--- src/rtl/ula_pkg.sv ---
// Shared definitions for the multi-cycle ALU: one-hot operation codes (common
// with the control decoder) and the sequencing state encoding.
package ula_pkg;

  localparam logic [3:0] ALU_ADD = 4'b1000;
  localparam logic [3:0] ALU_SUB = 4'b0100;
  localparam logic [3:0] ALU_MUL = 4'b0010;
  localparam logic [3:0] ALU_DIV = 4'b0001;

  typedef enum logic [1:0] {
    IDLE,
    CALC,
    DONE
  } state_t;

endpackage

--- src/rtl/ula_passo_div.sv ---
// One restoring-division step: shift the next dividend bit into the partial
// remainder, subtract the divisor when it fits, and emit the quotient bit.
module ula_passo_div
  import ula_pkg::*;
#(
  parameter int WIDTH = 8
) (
  input  logic [WIDTH-1:0] rem_i,
  input  logic             bit_i,
  input  logic [WIDTH-1:0] divisor_i,
  output logic [WIDTH-1:0] rem_o,
  output logic             q_o
);

  logic [WIDTH:0] parcial;
  logic [WIDTH:0] diferenca;

  assign parcial   = {rem_i, bit_i};
  assign diferenca = parcial - {1'b0, divisor_i};
  assign q_o       = (parcial >= {1'b0, divisor_i});
  // The restored remainder is always below the divisor, so WIDTH bits suffice.
  assign rem_o     = q_o ? diferenca[WIDTH-1:0] : parcial[WIDTH-1:0];

endmodule

--- src/rtl/ula_multiciclo.sv ---
// Multi-cycle ALU: single-cycle add/sub, bit-serial shift-add mul and restoring div
// with a Start/Busy/Done handshake. Define ULA_OVERFLOW_EN to build the Overflow flag.
module ula_multiciclo
  import ula_pkg::*;
#(
  parameter int WIDTH = 8
) (
  input  logic             Clock,
  input  logic             Resetn,
  input  logic             Start,
  input  logic [3:0]       ALUCode,
  input  logic [WIDTH-1:0] A,
  input  logic [WIDTH-1:0] B,
  output logic [WIDTH-1:0] Result,
  output logic [WIDTH-1:0] Remainder,
  output logic             Busy,
  output logic             Done,
  output logic             DivZero,
  output logic             Overflow
);

  localparam int CW = $clog2(WIDTH + 1);

  state_t                 state_q, state_d;
  logic [2*WIDTH-1:0]     acc_q, acc_d;
  logic [WIDTH-1:0]       opnd_q, opnd_d;
  logic [3:0]             op_q, op_d;
  logic [CW-1:0]          cnt_q, cnt_d;
  logic [WIDTH-1:0]       result_q, result_d, rem_q, rem_d;
  logic                   busy_q, done_q, divzero_q, divzero_d;

  logic [WIDTH-1:0]       soma, diferenca;
  logic [WIDTH:0]         soma_mul;
  logic [2*WIDTH-1:0]     mul_prox, div_prox;
  logic [WIDTH-1:0]       div_rem;
  logic                   div_q;
  logic                   ultimo;

  assign soma      = A + B;
  assign diferenca = A - B;
  assign ultimo    = (cnt_q == CW'(1));

  // Accumulator holds {high product, multiplier} for mul and {remainder, dividend/quotient} for div.
  assign soma_mul = {1'b0, acc_q[2*WIDTH-1:WIDTH]} + (acc_q[0] ? {1'b0, opnd_q} : '0);
  assign mul_prox = {soma_mul, acc_q[WIDTH-1:1]};

  ula_passo_div #(.WIDTH(WIDTH)) u_passo (
    .rem_i     (acc_q[2*WIDTH-1:WIDTH]),
    .bit_i     (acc_q[WIDTH-1]),
    .divisor_i (opnd_q),
    .rem_o     (div_rem),
    .q_o       (div_q)
  );

  assign div_prox = {div_rem, acc_q[WIDTH-2:0], div_q};

  always_ff @(posedge Clock or negedge Resetn) begin
    if (!Resetn) state_q <= IDLE;
    else         state_q <= state_d;
  end

  always_comb begin
    state_d = state_q;
    case (state_q)
      IDLE: if (Start)
              state_d = ((ALUCode == ALU_MUL) || (ALUCode == ALU_DIV && B != '0)) ? CALC : DONE;
      CALC: if (ultimo) state_d = DONE;
      DONE: state_d = IDLE;
      default: state_d = IDLE;
    endcase
  end

  always_comb begin
    acc_d     = acc_q;
    opnd_d    = opnd_q;
    op_d      = op_q;
    cnt_d     = cnt_q;
    result_d  = result_q;
    rem_d     = rem_q;
    divzero_d = divzero_q;
    case (state_q)
      IDLE: if (Start) begin
        op_d      = ALUCode;
        opnd_d    = (ALUCode == ALU_MUL) ? A : B;
        cnt_d     = CW'(WIDTH);
        divzero_d = 1'b0;
        case (ALUCode)
          ALU_ADD: begin result_d = soma;      rem_d = '0; end
          ALU_SUB: begin result_d = diferenca; rem_d = '0; end
          ALU_MUL: acc_d = {{WIDTH{1'b0}}, B};
          ALU_DIV: begin
            if (B == '0) begin
              result_d  = '1;
              rem_d     = A;
              divzero_d = 1'b1;
            end else begin
              acc_d = {{WIDTH{1'b0}}, A};
            end
          end
          default: begin result_d = '0; rem_d = '0; end
        endcase
      end
      CALC: begin
        cnt_d = cnt_q - CW'(1);
        acc_d = (op_q == ALU_MUL) ? mul_prox : div_prox;
        if (ultimo) begin
          if (op_q == ALU_MUL) begin
            result_d = mul_prox[WIDTH-1:0];
            rem_d    = '0;
          end else begin
            result_d = div_prox[WIDTH-1:0];
            rem_d    = div_prox[2*WIDTH-1:WIDTH];
          end
        end
      end
      default: ;
    endcase
  end

  always_ff @(posedge Clock or negedge Resetn) begin
    if (!Resetn) begin
      result_q  <= '0;
      rem_q     <= '0;
      busy_q    <= 1'b0;
      done_q    <= 1'b0;
      divzero_q <= 1'b0;
    end else begin
      result_q  <= result_d;
      rem_q     <= rem_d;
      busy_q    <= (state_d != IDLE);
      done_q    <= (state_d == DONE);
      divzero_q <= divzero_d;
    end
  end

  always_ff @(posedge Clock) begin
    acc_q  <= acc_d;
    opnd_q <= opnd_d;
    op_q   <= op_d;
    cnt_q  <= cnt_d;
  end

  assign Result    = result_q;
  assign Remainder = rem_q;
  assign Busy      = busy_q;
  assign Done      = done_q;
  assign DivZero   = divzero_q;

`ifdef ULA_OVERFLOW_EN
  logic ovf_q, ovf_d;

  always_comb begin
    ovf_d = ovf_q;
    if (state_q == IDLE && Start) begin
      case (ALUCode)
        ALU_ADD: ovf_d = (A[WIDTH-1] == B[WIDTH-1]) && (soma[WIDTH-1] != A[WIDTH-1]);
        ALU_SUB: ovf_d = (A[WIDTH-1] != B[WIDTH-1]) && (diferenca[WIDTH-1] != A[WIDTH-1]);
        default: ovf_d = 1'b0;
      endcase
    end else if (state_q == CALC && ultimo && op_q == ALU_MUL) begin
      ovf_d = |mul_prox[2*WIDTH-1:WIDTH];
    end
  end

  always_ff @(posedge Clock or negedge Resetn) begin
    if (!Resetn) ovf_q <= 1'b0;
    else         ovf_q <= ovf_d;
  end

  assign Overflow = ovf_q;
`else
  assign Overflow = 1'b0;
`endif

endmodule

--- config.mk ---
export PLATFORM = sky130hd
export DESIGN_NAME = ula_multiciclo
export DESIGN_NICKNAME = d
export VERILOG_FILES = /design/src/rtl/ula_pkg.sv /design/src/rtl/ula_passo_div.sv /design/src/rtl/ula_multiciclo.sv
export SDC_FILE = /design/constraint.sdc
export NUM_CORES = 1
export LEC_CHECK = 0
export BUFFER_PORTS_ARGS = -buffer_cell sky130_fd_sc_hd__buf_4
export CAP_MARGIN = 20
export CORE_ASPECT_RATIO = 1.25
export CORE_MARGIN = 3
export CORE_UTILIZATION = 50
export CTS_CLUSTER_SIZE = 30
export DETAILED_ROUTE_END_ITERATION = 8
export PLACE_DENSITY = 0.73
export REMOVE_ABC_BUFFERS = 1
export SYNTH_ARGS = -nofsm -noshare
export SYNTH_HDL_FRONTEND = slang
export SYNTH_HIERARCHICAL = 1
export SYNTH_SLANG_ARGS = --single-unit
--- constraint.sdc ---
create_clock -name Clock -period 2.4 [get_ports Clock]
set_input_delay 0.12 -clock Clock [delete_from_list [all_inputs] [get_ports Clock]]
set_output_delay 0.12 -clock Clock [all_outputs]
set_load 0.02 [all_outputs]
==> impl_results.md <==
* PwrDens at 662 mW/mm^2
* Max FO, Critical Path at 5
* Antenna violations before repair at 0
* Final hold viol count at 0
* Max clock buf depth at 2
* Main combinational cell family by area after synthesis: simple AND/OR/NAND/NOR gates
* IO Port Bufs at 41
* Peak Freq at 0.422 GHz
* Yosys Warn Count at 6
* Asr flop ratio synth at 39.6%
* Via total after detailed routing at 3455
* Final nets at 560
* Setup CP Type: reg -> reg
* Final setup vio count at 0
* Initial Utilization at 51.9%
* Placed Instances at 586
* Outcome: complete, no violations
* Mux contribution to synthesized area at 4.30%
* Worst-Margin Slew at 0.742 ns
* Crit end category: flip-flop
* Hold Path Class: in -> reg
* VDD IR max at 0.000404 V
* Synth Area in Compound Gates at 17.3%
* Simple-Gate Fraction of Synth Area at 21.0%
* Setup TNS at 0 ns
* TritonCTS clock tree: built
* H-Tree Depth at 2
* Worst clock skew at 0.0123 ns
* Initial DRC count at 188
* Synth Area per Inst at 9.17 um^2
* Period Utilization, post-route at 98.8%
* Die width at 84.4 um
* Row cnt at 35
* Post-route DRC at 0
* Crit path time final at 2.37 ns
* Layout cells sized above 1 at 28.3%
* Clk_lat worst skew at 0.31 ns
* N_diodes at 0
* Gp weighted congestion at 0.972
* Most common cell after layout, fill and taps aside: buf_4
* Antenna viol nets, final at 0
* Num CTS Buffers at 5
* Slew Limit Fails at 0
* Power share of the sequential group at 38.9%
* Cell area after synthesis at 0.00384 mm^2
* Cell-internal power at 0.00201 W
* Hold_ws at 0.0964 ns
* Utilization after layout at 65.2%
* Die area at 0.00878 mm^2
* Hpwl dp at 7910 um
* Area growth syn-to-layout at 25.7%
* RSZ-0062 raised after global routing: true
* Power Total at 0.00320 W
* First-pass GRT wire length at 16900 um
* Most frequent cells in the layout: buf_4, nand2_1, nor2_1
* Core area at 0.00740 mm^2
* # IOs at 43
* Leakage Power at 2.17 nW
* Clock slew at reported path FFs at 0.10 ns
* Post-synth cell types at 54
* Sw Pwr at 0.00118 W
* Flip-flop and latch count after synthesis at 53
* Worst EP arrival at 2.44 ns
* Total Routing Usage GR at 23.6%
* CP required at 2.47 ns
* Wire length per cell at 17.3 um
* Gr ovfl total at 0
* CTS Root Cell: clkbuf_8
* Wirelength, routed at 10400 um
* Slew Limit Headroom at 50.3%
* Clock sinks at 53
* EDFF count, synth at 32
* Die Y at 104 um
* Xor/xnor share of the synthesized area at 4.10%
* Adder-Cell Fraction of Synth Area at 10.0%
* Clk pwr share at 16.0%
* Setup crit start kind: flip-flop
* Largest net degree at the start of global routing at 22
* Max Cap Viol at 0
* Combinational Power Share at 45.1%
* Sw Ratio at 37.0%
* Synthesized instance count at 419
* Top FF cell, synth: edfxtp_1
* Sequential fraction of the synthesis area at 38.7%
* Pre-antenna DRT Iters at 4
* Number of global-route vias before repair at 3560
* Vias per inst at 5.75
* Non-Filler Instances at 601
-- logic make-up after synthesis --
kind of cell	count (synthesis)
simple gates	162
compound gates	98
flops	53
buf+inv	43
fa+ha+maj	29
xor+xnor	18
mux	15
other cells	1
-- flip-flops by register name, summed over array words and instances, names as in the netlist --
name       cells
cnt_q          4
acc_q         16
state_q        2
opnd_q         8
op_q           4
Remainder      8
Done           1
Busy           1
DivZero        1
Result         8
-- per-stage QoR --
stage | setup WS (ns) | cell area [um^2]
5_1_grt | -0.0789 | 4830
4_1_cts | 0.0192 | 4730
6_report | 0.0278 | 4830
3_3_place_gp | -0.217 | 4580
3_5_place_dp | -0.273 | 4580
2_1_floorplan | -0.617 | 3770
-- repair_timing --
action / 4_1_cts / 5_1_grt
endpoints found under the hold margin: 21 / 0
pin swaps: 7 / 9
hold buffers: 1 / 0
gates resized for setup: 12 / 17
endpoints found under the setup margin: 15 / 17
buffers inserted: 1 / 5
-- critical path, cell delays in order (launching register included) --
cell and delay, ns:
edfxtp_1 0.37, inv_1 0.05, ha_1 0.31, a21o_1 0.17, nand2_1 0.08, nand2_1 0.12, a41oi_4 0.30, mux2_4 0.34
and3_4 0.16, a211o_1 0.23
-- path summary, 6_finish.rpt --
| kind | to | depth (start not counted) | slack (ns) | from |
|---|---|---|---|---|
| setup / recovery | acc_q[13]$_SDFFCE_PN0P_ | 9 | 0.03 | opnd_q[6]$_DFFE_PP_ |
| hold / removal | Remainder[2]$_DFFE_PN0P_ | 3 | 0.1 | A[2] |
| setup reg to reg | acc_q[13]$_SDFFCE_PN0P_ | 9 | 0.03 | opnd_q[6]$_DFFE_PP_ |
| hold reg to reg | Result[2]$_DFFE_PN0P_ | 2 | 0.50 | Result[2]$_DFFE_PN0P_ |
| max in group asynchronous | state_q[1]$_DFF_PN0_ | 2 | 1.89 | Resetn |
| min in group asynchronous | Remainder[7]$_DFFE_PN0P_ | 2 | 0.26 | Resetn |
-- power by group through the flow --
stage          Combinational [W]  Clock, W  Sequential (W)
2_1_floorplan           0.000695         0         0.00136
3_3_place_gp             0.00131         0         0.00126
3_5_place_dp             0.00134         0         0.00126
4_1_cts                  0.00138  0.000515         0.00124
5_1_grt                  0.00157  0.000551         0.00126
6_report                 0.00144  0.000512         0.00124
-- cell usage after synthesis (5+ instances only) --
master | n | area, um^2
a21o_1 | 6 | 45.0
a21oi_1 | 25 | 125
a221oi_1 | 7 | 61.3
a31oi_1 | 14 | 87.6
and2_1 | 7 | 43.8
and3_1 | 9 | 56.3
buf_2 | 5 | 25.0
clkbuf_1 | 9 | 33.8
dfrtp_1 | 21 | 526
edfxtp_1 | 32 | 961
ha_1 | 26 | 325
inv_1 | 27 | 101
mux2_2 | 12 | 135
nand2_1 | 58 | 218
nand2b_1 | 8 | 50.1
nand3_1 | 5 | 25.0
nor2_1 | 38 | 143
nor2b_1 | 6 | 37.5
nor3_1 | 11 | 55.1
o21ai_0 | 17 | 85.1
o31ai_1 | 6 | 45.0
or3_1 | 6 | 37.5
xnor2_1 | 16 | 140
-- layer usage --
metal / wire (um) / vias to the layer above / track usage [%]
met5: 0 / - / 0
met4: 297 / 0 / 9.62
met3: 437 / 23 / 3.09
met2: 5650 / 93 / 44.0
met1: 4020 / 1657 / 26.8
li1: - / 1682 / -
-- layout make-up --
class,instances,area (um^2)
clock buffer,6,72.6
clock inverter,2,15.0
fill,585,2570
inverter,27,101
multi-input combinational,323,2290
sequential,53,1490
tap,92,115
timing repair buffer,98,749
No activity file was read; power rests on OpenSTA's default activity.
